File: config.mk
export PLATFORM = sky130hd
export DESIGN_NAME = clk_phase_en_gen_flat
export DESIGN_NICKNAME = d
export VERILOG_FILES = /design/src/rtl/clk_phase_en_gen_if.sv /design/src/rtl/clk_phase_en_gen.sv /design/src/flat_wrapper.sv
export SDC_FILE = /design/constraint.sdc
export NUM_CORES = 1
export LEC_CHECK = 0
export BUFFER_PORTS_ARGS = -buffer_cell sky130_fd_sc_hd__buf_2
export CAP_MARGIN = 20
export CORE_UTILIZATION = 44
export DETAILED_ROUTE_END_ITERATION = 7
export SYNTH_ARGS = -nofsm -noshare
export SYNTH_HDL_FRONTEND = slang
export SYNTH_SLANG_ARGS = --single-unit
File: constraint.sdc
create_clock -name clk_in -period 3.2 [get_ports clk_in]
set_clock_uncertainty 0.2 [all_clocks]
set_input_delay 0.64 -clock clk_in [delete_from_list [all_inputs] [get_ports clk_in]]
set_output_delay 0.64 -clock clk_in [all_outputs]
set_load 0.02 [all_outputs]
File: src/rtl/clk_phase_en_gen_if.sv
// rtl/clk_phase_en_gen_if.sv - divide-ratio load port of the phase enable generator
//
// Purpose: carries the ready/valid divide-ratio load handshake and reports back
//          the ratio currently in effect.
// Signals:
//   div_val  requested divide ratio N (master -> slave)
//   div_load valid for div_val        (master -> slave)
//   div_rdy  load accepted when div_load && div_rdy (slave -> master)
//   cur_div  divide ratio currently in effect        (slave -> master)
interface clk_phase_en_gen_if #(
   parameter int CNT_W = 8
) ();

   logic [CNT_W-1:0] div_val;
   logic             div_load;
   logic             div_rdy;
   logic [CNT_W-1:0] cur_div;

   modport master (
      output div_val,
      output div_load,
      input  div_rdy,
      input  cur_div
   );

   modport slave (
      input  div_val,
      input  div_load,
      output div_rdy,
      output cur_div
   );

endinterface

File: src/rtl/clk_phase_en_gen.sv
// rtl/clk_phase_en_gen.sv - programmable two-phase single-cycle clock-enable generator
//
// Purpose: produces non-overlapping single-cycle enables ph1_en / ph2_en on the
//          free-running clk_in at a divide ratio N, so downstream logic stays on
//          clk_in instead of using gated derived clocks. The ratio is reloaded
//          only at period boundaries.
// Ports:
//   clk_in  sole clock, rising edge
//   reset   synchronous active-low reset
//   run     level request to generate enables
//   ld_if   divide-ratio load port (div_val/div_load/div_rdy/cur_div)
//   busy    high while running or finishing the last period
//   ph1_en  pulse at period count 0
//   ph2_en  pulse at period count floor(N/2)
module clk_phase_en_gen #(
   parameter int CNT_W   = 8,
   parameter int DEF_DIV = 2
) (
   input  logic                clk_in,
   input  logic                reset,
   input  logic                run,
   clk_phase_en_gen_if.slave   ld_if,
   output logic                busy,
   output logic                ph1_en,
   output logic                ph2_en
);

   typedef enum logic [1:0] {
      ST_IDLE     = 2'd0,
      ST_RUN      = 2'd1,
      ST_STOPPING = 2'd2
   } state_t;

   localparam logic [CNT_W-1:0] DEF_DIV_C = CNT_W'(DEF_DIV);
   localparam logic [CNT_W-1:0] MIN_DIV   = CNT_W'(2);
   localparam logic [CNT_W-1:0] ONE       = CNT_W'(1);

   state_t           state_q, state_d;
   logic [CNT_W-1:0] cnt_q, cnt_d;
   logic [CNT_W-1:0] cur_div_q, cur_div_d;
   logic [CNT_W-1:0] pend_q, pend_d;
   logic             pend_vld_q, pend_vld_d;

   logic             accept;
   logic [CNT_W-1:0] div_clamped;
   logic             at_boundary;

   // The single pending slot doubles as the handshake throttle: while it is
   // occupied no further load can be accepted.
   assign accept      = ld_if.div_load && !pend_vld_q;

   // Ratios below 2 would make floor(N/2) collide with count 0.
   assign div_clamped = (ld_if.div_val < MIN_DIV) ? MIN_DIV : ld_if.div_val;

   // Last cycle of a period; cnt_q never exceeds cur_div_q-1 because the ratio
   // only changes while the counter restarts at 0.
   assign at_boundary = (state_q != ST_IDLE) && (cnt_q == (cur_div_q - ONE));

   // State register
   always_ff @(posedge clk_in) begin
      if (!reset) begin
         state_q    <= ST_IDLE;
         cnt_q      <= '0;
         cur_div_q  <= DEF_DIV_C;
         pend_q     <= '0;
         pend_vld_q <= 1'b0;
      end else begin
         state_q    <= state_d;
         cnt_q      <= cnt_d;
         cur_div_q  <= cur_div_d;
         pend_q     <= pend_d;
         pend_vld_q <= pend_vld_d;
      end
   end

   // Next-state logic
   always_comb begin
      state_d = state_q;
      unique case (state_q)
         ST_IDLE: begin
            if (run) state_d = ST_RUN;
         end
         ST_RUN: begin
            if (!run) state_d = ST_STOPPING;
         end
         ST_STOPPING: begin
            // A re-raised run wins over the boundary so the pattern continues
            // without a gap.
            if (run)              state_d = ST_RUN;
            else if (at_boundary) state_d = ST_IDLE;
         end
         default: state_d = ST_IDLE;
      endcase
   end

   // Counter and divide-ratio datapath
   always_comb begin
      cnt_d      = cnt_q;
      cur_div_d  = cur_div_q;
      pend_d     = pend_q;
      pend_vld_d = pend_vld_q;

      if (state_q == ST_IDLE) begin
         cnt_d = '0;
         // A load that arrived in the final boundary cycle before stopping is
         // still waiting here; apply it on the first idle cycle.
         if (pend_vld_q) begin
            cur_div_d  = pend_q;
            pend_vld_d = 1'b0;
         end else if (accept) begin
            cur_div_d = div_clamped;
         end
      end else begin
         if (at_boundary) begin
            cnt_d = '0;
            if (pend_vld_q) begin
               cur_div_d  = pend_q;
               pend_vld_d = 1'b0;
            end
         end else begin
            cnt_d = cnt_q + ONE;
         end
         // accept needs an empty slot, so a load taken in a boundary cycle
         // never competes with the apply above and waits one more period.
         if (accept) begin
            pend_d     = div_clamped;
            pend_vld_d = 1'b1;
         end
      end
   end

   // Output decode, purely from registered state
   always_comb begin
      busy          = (state_q != ST_IDLE);
      ph1_en        = busy && (cnt_q == '0);
      ph2_en        = busy && (cnt_q == (cur_div_q >> 1));
      ld_if.div_rdy = !pend_vld_q;
      ld_if.cur_div = cur_div_q;
   end

endmodule

File: src/flat_wrapper.sv
// flat-port wrapper written by rule: the top's interface ports become plain ports
module clk_phase_en_gen_flat 
#(
   parameter int CNT_W   = 8,
   parameter int DEF_DIV = 2
)
  (clk_in, reset, run, busy, ph1_en, ph2_en, ld_if_div_val, ld_if_div_load, ld_if_div_rdy, ld_if_cur_div);
  clk_phase_en_gen_if #(.CNT_W(CNT_W)) ld_if_i ();
  input  logic clk_in;
  input  logic reset;
  input  logic run;
  output logic busy;
  output logic ph1_en;
  output logic ph2_en;
  input wire logic [$bits(ld_if_i.div_val)-1:0] ld_if_div_val;
  input wire logic [$bits(ld_if_i.div_load)-1:0] ld_if_div_load;
  output wire logic [$bits(ld_if_i.div_rdy)-1:0] ld_if_div_rdy;
  output wire logic [$bits(ld_if_i.cur_div)-1:0] ld_if_cur_div;
  assign ld_if_i.div_val = ld_if_div_val;
  assign ld_if_i.div_load = ld_if_div_load;
  assign ld_if_div_rdy = ld_if_i.div_rdy;
  assign ld_if_cur_div = ld_if_i.cur_div;
  clk_phase_en_gen #(.CNT_W(CNT_W), .DEF_DIV(DEF_DIV)) u_core (.clk_in(clk_in), .reset(reset), .run(run), .ld_if(ld_if_i), .busy(busy), .ph1_en(ph1_en), .ph2_en(ph2_en));
endmodule
==> impl_metrics.yaml <==
run_status:
  status: "finished, final reports clean"
synthesis:
  synth_cell_types: 41
  syn_inst: 183
  synthAdderAreaFrac_pct: 2.42
  synthSimpleGateAreaFrac_pct: 21.4
  muxShareOfSynthArea_pct: 0
  synthXorXnorAreaFrac_pct: 13.0
  synth-seq-cells: 27
  synth_compound_area_share_pct: 21.6
  synth_area_um2: 1550
  syn-num-nets: 198
  synth_top_family_by_area: "compound AO/OA/AOI/OAI gates"
  yosysWarnings: 0
  avgSynthCellArea_um2: 8.48
  ys_seq_area_share_pct: 34.8
drt:
  routed_wl_mm: 3.43
  num_vias: 1311
  via_per_inst: 5.40
  drtAntennaViolNets: 0
  drt_iter0_drc: 49
  wire_per_inst_um: 14.1
  drc: 0
  firstDrtPassIters: 4
clocking:
  cts_setup_buffers: 0
  clk_pin_slew_ns: 0.14
  cts_hold_buf: 0
  htreeDepth: 1
  clock-sinks: 27
  clk_path_buf_depth: 2
  root_buffer: "clkbuf_4"
  postCtsResizedCells: 0
  clock_latency_ns: 0.32
  numCtsBuffers: 3
  cts_tree: "built"
place:
  hpwl_mm: 2.56
  placed_cell_area_um2: 1650
  gp_congestion: 0.899
  portBuffers: 23
critical_path:
  worstSetupEndpointType: "register"
  cp_max_fo: 8
  crit_type: "reg -> reg"
  startpoint_type: "register"
  critPathArrivalTime_ns: 2.90
  worst_ep_required_time_ns: 3.28
layout:
  nNetsFinal: 213
  syn2layout_area_growth_pct: 8.22
  drive_above_1_share_pct: 16.8
  diodes: 0
  nFillCells: 358
  stdcell_area_um2: 1680
timing:
  slew_headroom_pct: 75.4
  tightest_slew_ns: 0.359
  setup_viol: 0
  period_needed_ns: 2.83
  setup_tns_ns: 0
  finalMaxSlewViolations: 0
  fmax_mhz: 354
  rsz0062_at_grt: "no"
  hold_violations: 0
  fin_crit_sh_pct: 88.3
worst_hold_path:
  hp-class: "in -> reg"
die:
  core_um2: 3360
  rows: 21
  dieWidth_um: 61.4
  io_pins: 24
  start_util_pct: 46.2
  die_h_um: 61.4
  dieArea_um2: 3770
grt:
  antenna_found_initial: 0
  grt_usage_pct: 20.1
  grt_pass1_vias: 1180
  grt_pass1_wl_mm: 5.51
  grt_max_degree: 21
  grt_overflow: 0
flow_run:
  cap_violations: 0
power:
  p_leak_nw: 0.666
  power_density_nw_per_um2: 417
  peakVddDrop_mv: 0.249
==> cell families (layout without fill, tap and decap cells) <==
group / after synthesis / count (layout)
AO/OA/AOI/OAI: 41 / 41
flip-flops: 27 / 27
adder cells (fa/ha/maj): 3 / 3
buffers and inverters: 22 / 36
XOR/XNOR: 23 / 23
AND/OR/NAND/NOR: 67 / 67
==> worst max-delay path: stages, from the launching register on <==
cell and delay (ns):
dfxtp_1 0.51, inv_1 0.08, ha_1 0.31, o21bai_1 0.20
a2111oi_0 0.41, a311o_1 0.20, o2111ai_2 0.21, a21oi_2 0.41
o221a_1 0.25
==> through the flow <==
step           utilization [%]  std cells  power (mW)  setup slack, ns  hold slack (ns)
5_1_grt                   50.0        243       0.740            0.121            0.271
6_report                  50.0        243       0.701            0.374            0.279
3_5_place_dp              49.1        239       0.563            0.406            0.262
4_1_cts                   50.0        243       0.707            0.372            0.266
3_3_place_gp              49.1        239       0.557            0.577            0.250
2_1_floorplan                -        183       0.519            0.469            0.241
==> state kept, by name, summed over array words and instances (netlist names) <==
register / count
u_core.cnt_q: 8
u_core.state_q: 2
u_core.pend_q: 8
u_core.ld_if.cur_div: 8
u_core.pend_vld_q: 1
==> metal layers <==
layer  track usage (%)  routed length [µm]
met1              28.5                1680
met2              32.0                1620
met3              2.52                 105
met4              6.35                  22
met5                 0                   0
==> path summary, 6_finish.rpt <==
| check | from | to | slack, ns | depth (start not counted) |
|---|---|---|---|---|
| setup / recovery | u_core.ld_if.cur_div[0] | u_core.ld_if.cur_div[6] | 0.37 | 8 |
| hold / removal | run | u_core.state_q[1] | 0.28 | 2 |
| setup reg to reg | u_core.ld_if.cur_div[0] | u_core.ld_if.cur_div[6] | 0.37 | 8 |
| hold reg to reg | u_core.pend_q[7] | u_core.pend_q[7] | 0.28 | 2 |
==> power breakdown <==
| part | switching [mW] | leakage (nW) | internal (mW) |
|---|---|---|---|
| clock network | 0.0973 | 0.0177 | 0.0468 |
| registers | 0.0312 | 0.220 | 0.354 |
| logic | 0.0967 | 0.428 | 0.0748 |
==> layout by cell type (no fill, tap or decap), types with 3 or more instances in the layout <==
master	n
a21boi_0	6
a21oi_1	5
and2_1	3
buf_2	23
clkbuf_4	3
dfxtp_1	27
ha_1	3
inv_1	9
nand2_1	19
nand3_1	7
nor2_1	16
nor2b_1	3
nor3_1	4
o21ai_0	4
o221a_1	7
o22a_1	6
xnor2_1	12
xor2_1	11
==> cell usage after synthesis, drive strengths merged <==
cell type / instances / area (µm²)
xor2: 11 / 96.3
o221ai: 1 / 8.76
o2111ai: 1 / 15.0
and2: 4 / 26.3
nor2b: 3 / 18.8
nand3b: 2 / 15.0
inv: 9 / 33.8
a31oi: 2 / 12.5
o21ai: 4 / 20.0
nor4: 3 / 25.0
o21bai: 2 / 15.0
nand2: 19 / 71.3
and3: 3 / 20.0
o221a: 7 / 78.8
a211oi: 1 / 7.51
nand4: 2 / 12.5
ha: 3 / 37.5
or4: 1 / 7.51
nand3: 7 / 35.0
a21oi: 6 / 33.8
buf: 7 / 50.1
clkbuf: 6 / 22.5
a21boi: 6 / 45.0
nor2: 16 / 60.1
a2111oi: 1 / 8.76
nor3b: 1 / 7.51
nand2b: 2 / 12.5
nor3: 4 / 20.0
o22a: 6 / 52.6
o211a: 1 / 10.0
dfxtp: 27 / 541
a21o: 1 / 8.76
a311o: 1 / 10.0
a32oi: 1 / 8.76
xnor2: 12 / 105
==> final cells by class <==
| type | count | area, µm² | area share [%] |
|---|---|---|---|
| Clock inverter | 1 | 5.00 | 0.298 |
| Tap cell | 46 | 57.6 | 3.43 |
| Inverter | 9 | 33.8 | 2.01 |
| Sequential cell | 27 | 541 | 32.2 |
| Clock buffer | 3 | 22.5 | 1.34 |
| Multi-Input combinational cell | 134 | 906 | 53.9 |
| Timing Repair Buffer | 23 | 115 | 6.85 |
Note: power is estimated with default switching activity, not from simulation.
